$ cat src/rtl/ldl_fifo_rd_stream.sv
// Read-side engine for the LDL synchronous FIFO: pops words and presents them as a valid/ready
// stream through a 2-entry buffer. Define LDL_FIFO_RD_AHEAD_EN for a first-word-fall-through source.
module ldl_fifo_rd_stream #(
  parameter int unsigned DW = 8
) (
  input  logic          clk,
  input  logic          rst,
  input  logic          fifo_empty,
  output logic          fifo_re,
  input  logic [DW-1:0] fifo_dout,
  output logic          m_valid,
  input  logic          m_ready,
  output logic [DW-1:0] m_data,
  output logic [1:0]    lvl
);

  logic [DW-1:0] buf0_q, buf0_d;
  logic [DW-1:0] buf1_q, buf1_d;
  logic [1:0]    cnt_q, cnt_d;
  logic [1:0]    cnt_pop;
  logic [2:0]    occ;
  logic          pend_q;
  logic          pop;
  logic          land;

  assign m_valid = (cnt_q != 2'd0);
  assign pop     = m_valid & m_ready;
  assign cnt_pop = cnt_q - {1'b0, pop};

  // Occupancy seen by the issue rule includes any word still in flight from the FIFO.
  assign occ     = {1'b0, cnt_pop} + {2'b00, pend_q};
  assign fifo_re = rst & ~fifo_empty & (occ <= 3'd1);

`ifdef LDL_FIFO_RD_AHEAD_EN
  // Fall-through source: data is valid alongside the pop, so it lands in the same cycle.
  assign pend_q = 1'b0;
  assign land   = fifo_re;
`else
  assign land   = pend_q;

  always_ff @(posedge clk) begin
    if (!rst) begin
      pend_q <= 1'b0;
    end else begin
      pend_q <= fifo_re;
    end
  end
`endif

  always_comb begin
    buf0_d = buf0_q;
    buf1_d = buf1_q;
    cnt_d  = cnt_pop + {1'b0, land};
    if (pop && (cnt_q == 2'd2)) begin
      buf0_d = buf1_q;
    end
    // Landing word goes into the lowest slot left free after this cycle's pop.
    if (land) begin
      if (cnt_pop == 2'd0) begin
        buf0_d = fifo_dout;
      end else begin
        buf1_d = fifo_dout;
      end
    end
  end

  always_ff @(posedge clk) begin
    if (!rst) begin
      buf0_q <= '0;
      buf1_q <= '0;
      cnt_q  <= 2'd0;
    end else begin
      buf0_q <= buf0_d;
      buf1_q <= buf1_d;
      cnt_q  <= cnt_d;
    end
  end

  assign m_data = buf0_q;
  assign lvl    = cnt_q;

endmodule

$ cat config.mk
export PLATFORM = sky130hd
export DESIGN_NAME = ldl_fifo_rd_stream
export DESIGN_NICKNAME = d
export VERILOG_FILES = /design/src/rtl/ldl_fifo_rd_stream.sv
export SDC_FILE = /design/constraint.sdc
export NUM_CORES = 1
export LEC_CHECK = 0
export ABC_AREA = 0
export ABC_CLOCK_PERIOD_IN_PS = 5000
export BUFFER_PORTS_ARGS = -buffer_cell sky130_fd_sc_hd__buf_4
export CORE_UTILIZATION = 54
export CTS_CLUSTER_SIZE = 25
export DETAILED_ROUTE_END_ITERATION = 12
export GPL_TIMING_DRIVEN = 0
export PLACE_DENSITY_LB_ADDON = 0.2
export SYNTH_ARGS = -nofsm -noshare
export SYNTH_HDL_FRONTEND = slang
export SYNTH_SLANG_ARGS = --single-unit
export TNS_END_PERCENT = 1
$ cat constraint.sdc
create_clock -name clk -period 5 [get_ports clk]
set_input_delay 1 -clock clk [delete_from_list [all_inputs] [get_ports clk]]
set_output_delay 1 -clock clk [all_outputs]
set_load 0.02 [all_outputs]
# Word-level counts from Yosys, hierarchy flattened
# Index checks and enable logic that the tools add are counted.
dict set report word_totals {
  out_inout_bits 12
  reg_bits 19
}
dict set report op_classes {
  muxes 3
  n_reduce_logical 4
  n_bitwise 5
  eq_ne 1
  order_cmp 1
  add_sub_neg 3
}
# operator count
set op_table {}
lappend op_table {{2-to-1 mux 8 bit} 3}
lappend op_table {{adder 2 x 1 -> 3 bit} 1}
lappend op_table {{bitwise AND 1 bit} 3}
lappend op_table {{<= comparator 3 x 1 -> 1 bit, second input constant} 1}
lappend op_table {{adder 2 x 1 -> 2 bit} 1}
lappend op_table {{equality test 2 bit, second input constant} 1}
lappend op_table {{zero test 2 bit} 1}
lappend op_table {{inverter 1 bit} 2}
lappend op_table {{AND reduction 2 bit} 1}
lappend op_table {{nonzero test 2 bit} 1}
lappend op_table {{subtractor 2 x 1 -> 2 bit} 1}
lappend op_table {{logical AND 1 bit} 1}

# Depth between registers and ports, before layout
# Gate-level depths: netlist of the first run.
dict set report depth {
  ltp_word 6
  ltp_mapped 10
  ltp_nobuf 10
}

# Least setup slack after synthesis of the first run
# OpenSTA, ideal clock, no wires.
dict set report synth_path {
  path_type {input -> output}
  from {in m_ready}
  to {out fifo_re}
  stages 8
  path_buffers 0
  slack_ps 1431
  arrival_ps 2569
  cell_sequence {and2_1 ha_1 xor2_4 inv_2 ha_1 nor2b_1 o21ai_1 a21oi_1}
}
dict set report synth_via {
  elab_chain_len 5
}
# item line
set synth_rtl {}
lappend synth_rtl {{start, declared} 12} ;# input logic m_ready,
lappend synth_rtl {{bitwise AND 1 bit} 27} ;# assign pop = m_valid & m_ready;
lappend synth_rtl {{subtractor 2 x 1 -> 2 bit} 28} ;# assign cnt_pop = cnt_q - {1'b0, pop};
lappend synth_rtl {{adder 2 x 1 -> 3 bit} 31} ;# assign occ = {1'b0, cnt_pop} + {2'b00, pend_q};
lappend synth_rtl {{<= comparator 3 x 1 -> 1 bit} 32} ;# assign fifo_re = rst & ~fifo_empty & (occ <= 3'd1);
lappend synth_rtl {{bitwise AND 1 bit} 32}
lappend synth_rtl {{end, declared} 9} ;# output logic fifo_re,
# No other way between the ends.

# Worst setup path after layout of the first run
# Same ends and word-level chain as after synthesis.

==> impl_metrics.ini, run 1 <==
[clock_tree]
numClockSinks = 19
clk_latency_ps = 290
cts_tree = done
clkSlewWorstSetupHoldPaths_ps = 110
cts_resized = 0
numCtsBuffers = 3
cts-root-buf = clkbuf_4
htree_levels = 1
cts_hold_buf = 0
post_cts_buffers = 0
cts_buffer_depth = 2

[grt]
grt_overflow = 0
grt_max_degree = 11
grt_pass1_wl_um = 3040
track_usage_pct = 21.9
grt_pass1_vias = 766
antenna_found_initial = 0

[pwr]
power_frac_comb_pct = 53.6
pwr-share-seq_pct = 34.8
peakVddDrop_mv = 0.339
clockPowerShare_pct = 11.5
power.internal_mw = 0.379
leakagePower_nw = 0.453
power_density_nw_per_um2 = 601
p_sw_mw = 0.285
sw_frac_of_total_pct = 42.9

[logic_synthesis]
synth_area_leaders = dfxtp_1 43%, nand2_1 14%, mux2i_1 9.0%
syn_inst = 104
synth_seq_cells = 19
async_flop_share_pct = 0
netlist_area_um2 = 895
yosys.area.top_type = dfxtp_1
synth_nets = 119
avgSynthCellArea_um2 = 8.60
yosysUniqueCellTypes = 21
ys_warn_count = 0
synth-main-ff-cell = dfxtp_1
synth_edf_count = 0
seq_area_frac_synth_pct = 42.5
synth_top_area_share_pct = 42.5

[placed_design]
io_buffer_count = 22
routabilityCongestion = 0.732
hpwlAfterDp_um = 1430
place_area_um2 = 1080

[final_layout]
layout-drive-gt1-share_pct = 22.3
layout_common_cells = 34 x nand2_1, 22 x buf_4, 19 x dfxtp_1
fin_nets = 146
nFillCells = 129
area_delta_synth_final_pct = 23.6
finalInstanceArea_um2 = 1110
final_common_cell = nand2_1
n_antenna_cell = 0

[sta]
setup_violations = 0
final_hold_viol_count = 0
fmax_mhz = 266
tightest_slew_ps = 448
slew-limit-headroom_pct = 70.1
grt_setup_unrepaired = false
tns_ps = 0
drv_slew = 0
finalClockSkew_ps = 3.25
finalCritPeriodShare_pct = 75.1
finalCriticalPeriod_ps = 3750

[routing]
drt_iter0_drc = 13
ant_nets = 0
first_pass_iters = 5
via_per_inst = 5.47
routed_wl_um = 1930
avgRoutedWirePerCell_um = 13.2
route.detailed.drc = 0
vias = 799

[setup_path]
worstReg2RegStart = lvl[1]$_SDFF_PN0_
ff2ff_setup_slack_ps = 2800
crit_path_max_fanout = 9
cp.required_ps = 4000
r2r_cells = 9
start_kind = primary input
r2r_end = land$_SDFF_PN0_
arrival_ps = 2750
crit_type = primary input to output port
cp-end-kind = output port

[min_path]
worstHoldEndpoint = buf1_q[4]$_SDFFE_PN0P_
worstHoldPathCells = 2
hp-class = register to register
worstHoldStart = buf1_q[4]$_SDFFE_PN0P_

[floorplanning]
start_util_pct = 58.7
core_um2 = 1520
io_pins = 24
rows = 14
die_y_um = 42.7
die_w_um = 42.7
die_area_um2 = 1820

[run_status]
status = complete, no violations

[run]
maxCapViolations = 0
metrics by stage:
stage	setup WS [ps]	hold WS [ps]	utilization, %	std cells	total power [mW]
floorplan	1430	435	-	104	0.477
finish	1250	469	72.6	146	0.664
global route	1100	488	72.6	146	0.712
global placement	1300	443	70.9	142	0.578
detailed placement	1240	457	70.9	142	0.591
CTS	1230	472	72.6	146	0.666
sequential cells by signal, indices dropped and copies added, names as in the netlist:
name    count
land        1
lvl         2
m_data      8
buf1_q      8
logic make-up (layout without fill, tap and decap cells):
kind of cell	after synthesis	in the layout	synth area share (%)
simple gates	43	43	20.8
compound gates	21	21	15.8
flops	19	19	42.5
buf+inv	9	35	4.61
mux	8	8	8.95
fa+ha+maj	3	3	4.20
xor+xnor	1	1	3.08
cells in the mapped netlist (all sizes together) (3+ instances only):
cell type and number:
dfxtp 19, inv 4, mux2i 8, a21oi 3, o31ai 8, clkbuf 4, a31oi 8, ha 3
nand2 34, and2 3
how the worst max path moves through the flow:
stage / cells past startpoint / slack [ps] / endpoint / startpoint
floorplan: 8 / 1430 / fifo_re / m_ready
global placement: 10 / 1300 / fifo_re / m_ready
detailed placement: 10 / 1240 / fifo_re / m_ready
CTS: 10 / 1230 / fifo_re / m_ready
global route: 10 / 1100 / fifo_re / m_ready
finish: 10 / 1250 / fifo_re / m_ready
layout make-up:
cell class / count / area (um2) / share of cell area (%)
Buffer: 5 / 26.3 / 2.38
Clock buffer: 4 / 26.3 / 2.38
Sequential cell: 19 / 380 / 34.4
Tap cell: 16 / 20.0 / 1.81
Multi-Input combinational cell: 76 / 473 / 42.8
Inverter: 4 / 15.0 / 1.36
Timing Repair Buffer: 22 / 165 / 14.9
power groups by stage:
stage | Clock [mW] | Sequential, mW | Combinational, mW
2_1_floorplan | 0 | 0.270 | 0.207
3_3_place_gp | 0 | 0.233 | 0.345
3_5_place_dp | 0 | 0.235 | 0.356
4_1_cts | 0.0771 | 0.231 | 0.357
5_1_grt | 0.0829 | 0.237 | 0.392
6_report | 0.0766 | 0.231 | 0.356
worst max-delay path: stages:
cell and delay, ps:
buf_4 120, and2_1 130, ha_1 240, xor2_4 330
inv_2 110, ha_1 320, nor2b_1 110, o21ai_1 90
a21oi_1 150, buf_4 150
metal layers:
| metal | vias up | global-route usage, % | routed length, um | share of wire, % |
|---|---|---|---|---|
| li1 | 408 | - | - | - |
| met5 | - | 0 | 0 | 0 |
| met3 | 2 | 2.98 | 100 | 5.2 |
| met4 | 0 | 9.38 | 10 | 0.52 |
| met1 | 369 | 25.1 | 825 | 43 |
| met2 | 20 | 40.0 | 998 | 52 |
Note: power is estimated with default switching activity, not from simulation.
==> run 2: changes to the inputs <==
--- a/config.mk
+++ b/config.mk
@@ -6,9 +6,9 @@
 export NUM_CORES = 1
 export LEC_CHECK = 0
 export ABC_AREA = 0
-export ABC_CLOCK_PERIOD_IN_PS = 5000
+export ABC_CLOCK_PERIOD_IN_PS = 3200
 export BUFFER_PORTS_ARGS = -buffer_cell sky130_fd_sc_hd__buf_4
-export CORE_UTILIZATION = 54
+export CORE_UTILIZATION = 45
 export CTS_CLUSTER_SIZE = 25
 export DETAILED_ROUTE_END_ITERATION = 12
 export GPL_TIMING_DRIVEN = 0
==> constraint.sdc (replaced) <==
create_clock -name clk -period 3.2 [get_ports clk]
set_input_delay 0.64 -clock clk [delete_from_list [all_inputs] [get_ports clk]]
set_output_delay 0.64 -clock clk [all_outputs]
set_load 0.02 [all_outputs]
==> impl_metrics.ini, run 2 (synthesis gave the netlist of run 1 again) <==
[run_status]
status = complete, no violations

[routing]
drt_iter0_drc = 23
via_per_inst = 5.15
route.detailed.drc = 0
vias = 803
ant_nets = 0
routed_wl_um = 1850
avgRoutedWirePerCell_um = 11.8
first_pass_iters = 4

[clock_tree]
cts_buffer_depth = 2
numCtsBuffers = 3
clkSlewWorstSetupHoldPaths_ps = 100
cts_hold_buf = 0
htree_levels = 1
clk_latency_ps = 290
cts-root-buf = clkbuf_4
numClockSinks = 19
cts_tree = done

[floorplanning]
die_area_um2 = 2170
die_y_um = 46.6
core_um2 = 1800
start_util_pct = 49.7
io_pins = 24
die_w_um = 46.6
rows = 15

[setup_path]
arrival_ps = 2410
crit_family = adder cells
r2r_cells = 10
crit_path_max_fanout = 5
cp.required_ps = 2560
crit_type = register to output port
start_kind = register
slowest_stage = dfxtp_4
cp.depth = 11
critPathBufInv = 3
cp-end-kind = output port
max_stage_delay_ps = 390
path_cells = or2_1, and2_1, ha_4, inv_1, ha_1, inv_1, ha_1, nor2b_1, o21ai_1, a21oi_1, buf_4

[final_layout]
layout_common_cells = 34 x nand2_1, 23 x buf_4, 18 x dfxtp_1
area_delta_synth_final_pct = 27.6
final_common_cell = nand2_1
n_antenna_cell = 0
fin_nets = 147
layout-drive-gt1-share_pct = 24.4
fin_cells = 156

[grt]
antenna_found_initial = 0
grt_overflow = 0
track_usage_pct = 19.7
grt_pass1_vias = 670
grt_max_degree = 11
grt_pass1_wl_um = 2940

[sta]
tightest_slew_ps = 425
drv_slew = 0
finalClockSkew_ps = 2.00
fmax_mhz = 328
finalCritPeriodShare_pct = 95.4
final_hold_viol_count = 0
slew-limit-headroom_pct = 71.7
grt_setup_unrepaired = false
setup_violations = 0
finalCriticalPeriod_ps = 3050
tns_ps = 0

[run]
maxCapViolations = 0

[pwr]
peakVddDrop_mv = 0.610
leakagePower_nw = 0.459
power_density_nw_per_um2 = 941

[placed_design]
hpwlAfterDp_um = 1310
io_buffer_count = 22
dp_cells = 151
routabilityCongestion = 0.773

[min_path]
hp-class = register to register
worstHoldPathCells = 2
==> run 2: metal layers <==
metal / up-vias / GRT usage (%) / routed length, um
met1: 371 / 25.2 / 852
li1: 410 / - / -
met5: - / 0 / 0
met3: 4 / 4.71 / 50
met4: 0 / 7.65 / 25
met2: 18 / 31.7 / 919
==> run 2: final timing paths <==
path	startpoint	slack (ps)	endpoint
hold reg to reg	buf1_q[0]$_SDFFE_PN0P_	470	buf1_q[0]$_SDFFE_PN0P_
setup reg to reg	lvl[1]$_SDFF_PN0_	1200	land$_SDFF_PN0_
hold / removal	buf1_q[0]$_SDFFE_PN0P_	470	buf1_q[0]$_SDFFE_PN0P_
setup / recovery	lvl[1]$_SDFF_PN0_	150	fifo_re
==> run 2: report_power, final <==
| part | switching (mW) | total [mW] | internal, mW |
|---|---|---|---|
| sequential | 0.0508 | 0.367 | 0.316 |
| clock | 0.0729 | 0.121 | 0.0485 |
| combinational | 0.328 | 0.585 | 0.257 |
| total | 0.452 | 1.07 | 0.622 |
==> run 2: repair_timing <==
item	CTS	global route
endpoints found under the hold margin	0	0
pin swaps	1	0
endpoints found under the setup margin	1	1
cloned	0	0
setup buffers	1	0
resized for setup	0	3
==> run 2: worst register-to-register path, stage by stage, from the launching register on <==
cell,delay [ps]
dfxtp_4,390
or2_1,220
and2_1,190
ha_4,290
inv_1,40
ha_1,190
inv_1,80
ha_1,230
nor2b_1,110
o21ai_1,90
a21oi_1,130
==> run 2: area by class of cell <==
| type | count | area [um2] |
|---|---|---|
| sequential | 19 | 384 |
| inverter | 4 | 15.0 |
| timing repair buffer | 23 | 173 |
| clock buffer | 4 | 26.3 |
| fill | 171 | 661 |
| multi-input combinational | 76 | 485 |
| tap | 25 | 31.3 |
| buffer | 5 | 26.3 |
==> run 2: per-stage QoR <==
stage / setup WS [ps] / util (%) / instance area, um2 / power (mW) / hold slack (ps)
floorplan: 156 / - / 895 / 0.746 / 435
global placement: 214 / 60.6 / 1090 / 0.908 / 444
detailed placement: 162 / 60.6 / 1090 / 0.922 / 452
CTS: 35.1 / 62.4 / 1120 / 1.06 / 468
global route: 9.61 / 63.3 / 1140 / 1.16 / 495
finish: 148 / 63.3 / 1140 / 1.07 / 466
==> run 3: changes to the inputs <==
--- a/config.mk
+++ b/config.mk
@@ -8,7 +8,7 @@
 export ABC_AREA = 0
 export ABC_CLOCK_PERIOD_IN_PS = 3200
 export BUFFER_PORTS_ARGS = -buffer_cell sky130_fd_sc_hd__buf_4
-export CORE_UTILIZATION = 45
+export CORE_UTILIZATION = 40
 export CTS_CLUSTER_SIZE = 25
 export DETAILED_ROUTE_END_ITERATION = 12
 export GPL_TIMING_DRIVEN = 0
==> impl_metrics.ini, run 3 (synthesis gave the netlist of run 1 again) <==
[run_status]
status = complete, no violations

[final_layout]
layout-drive-gt1-share_pct = 26.0
fin_nets = 147
nFillCells = 203
n_antenna_cell = 0
fin_cells = 158
final_common_cell = nand2_1
layout_common_cells = 34 x nand2_1, 23 x buf_4, 17 x dfxtp_1
area_delta_synth_final_pct = 28.1

[clock_tree]
htree_levels = 1
clkSlewWorstSetupHoldPaths_ps = 110
numClockSinks = 19
numCtsBuffers = 3
cts_tree = done
cts-root-buf = clkbuf_4
cts_hold_buf = 0
clk_latency_ps = 290
cts_buffer_depth = 2

[floorplanning]
die_area_um2 = 2430
start_util_pct = 44.2
die_y_um = 49.3
rows = 16
core_um2 = 2020
die_w_um = 49.3
io_pins = 24

[routing]
top_layer = met4
via_per_inst = 5.07
ant_nets = 0
first_pass_iters = 4
wl_met1_um = 916
met2_length_um = 1030
routed_wl_um = 2060
vias = 801
met3_length_um = 94
route.detailed.drc = 0
avgRoutedWirePerCell_um = 13.0
drt_iter0_drc = 9

[placed_design]
dp_cells = 153
hpwlAfterDp_um = 1450
io_buffer_count = 22
dpl_worst_slack_ps = 175
routabilityCongestion = 0.747

[grt]
grt_max_degree = 12
grt_overflow = 0
grt_pass1_vias = 809
grt_pass1_wl_um = 3430
antenna_found_initial = 0
track_usage_pct = 18.8

[sta]
slew-limit-headroom_pct = 69.8
fin_ws_ps = 151
fmax_mhz = 328
finalCriticalPeriod_ps = 3050
final_hold_viol_count = 0
tightest_slew_ps = 453
drv_slew = 0
grt_setup_unrepaired = false
setup_violations = 0
finalClockSkew_ps = 3.60
tns_ps = 0
hold-worst-slack_ps = 469
finalCritPeriodShare_pct = 95.3

[pwr]
leakagePower_nw = 0.462
peakVddDrop_mv = 0.540
power_density_nw_per_um2 = 945

[setup_path]
path_cells = or2_1, and2_1, ha_4, inv_1, ha_1, inv_1, ha_1, nor2b_1, o21ai_1, a21oi_1, buf_4
slowest_stage = dfxtp_4
crit_path_max_fanout = 5
cp-end-kind = output port
start_kind = register
cp.required_ps = 2560
max_stage_delay_ps = 390
critPathBufInv = 3
crit_family = adder cells
arrival_ps = 2410
crit_type = register to output port

[min_path]
hp-class = register to register

[run]
maxCapViolations = 0
-- run 3: metrics by stage --
| stage | util [%] | total power, mW | instance area [um2] |
|---|---|---|---|
| 2_1_floorplan | - | 0.746 | 895 |
| 3_3_place_gp | 54.1 | 0.912 | 1090 |
| 3_5_place_dp | 54.1 | 0.932 | 1090 |
| 4_1_cts | 55.8 | 1.07 | 1130 |
| 5_1_grt | 56.7 | 1.16 | 1150 |
| 6_report | 56.7 | 1.08 | 1150 |
-- run 3: what timing repair did --
action / CTS / global route
buffers inserted: 1 / 0
pin swaps: 1 / 0
gates resized for setup: 0 / 4
setup endpoints to repair: 1 / 1
-- run 3: path summary, 6_finish.rpt --
path,from,end,slack (ps),cells after the start
setup / recovery,lvl[1]$_SDFF_PN0_,fifo_re,150,11
hold / removal,buf1_q[3]$_SDFFE_PN0P_,buf1_q[3]$_SDFFE_PN0P_,470,2
setup reg to reg,lvl[1]$_SDFF_PN0_,land$_SDFF_PN0_,1170,10
hold reg to reg,buf1_q[3]$_SDFFE_PN0P_,buf1_q[3]$_SDFFE_PN0P_,470,2
-- run 3: worst reg2reg max path: stages (launching register included) --
cell and delay [ps]:
dfxtp_4 390, or2_1 220, and2_1 190, ha_4 290, inv_1 40, ha_1 190
inv_1 70, ha_1 240, nor2b_1 110, o21ai_1 80, a21oi_1 150
-- run 3: area by class of cell --
cell class	count	area (um2)	share of cell area (%)
multi-input cells	76	485	42.4
inverters	4	15.0	1.31
repair buffers	23	173	15.1
well taps	27	33.8	2.95
clock inverters	1	5.00	0.437
clock buffers	3	22.5	1.97
flip-flops and latches	19	385	33.6
plain buffers	5	26.3	2.29
-- run 3: routing by layer --
metal,vias to the layer above,track usage [%]
li1,407,-
met1,370,21.3
met2,22,34.5
met3,2,3.74
met4,0,6.37
met5,-,0
-- run 3: power breakdown --
| group | switching [mW] | leakage (nW) | total (mW) | internal (mW) |
|---|---|---|---|---|
| clock | 0.0764 | 0.0177 | 0.123 | 0.0465 |
| combinational | 0.335 | 0.289 | 0.591 | 0.256 |
| sequential | 0.0526 | 0.156 | 0.370 | 0.317 |
| total | 0.464 | 0.462 | 1.08 | 0.620 |
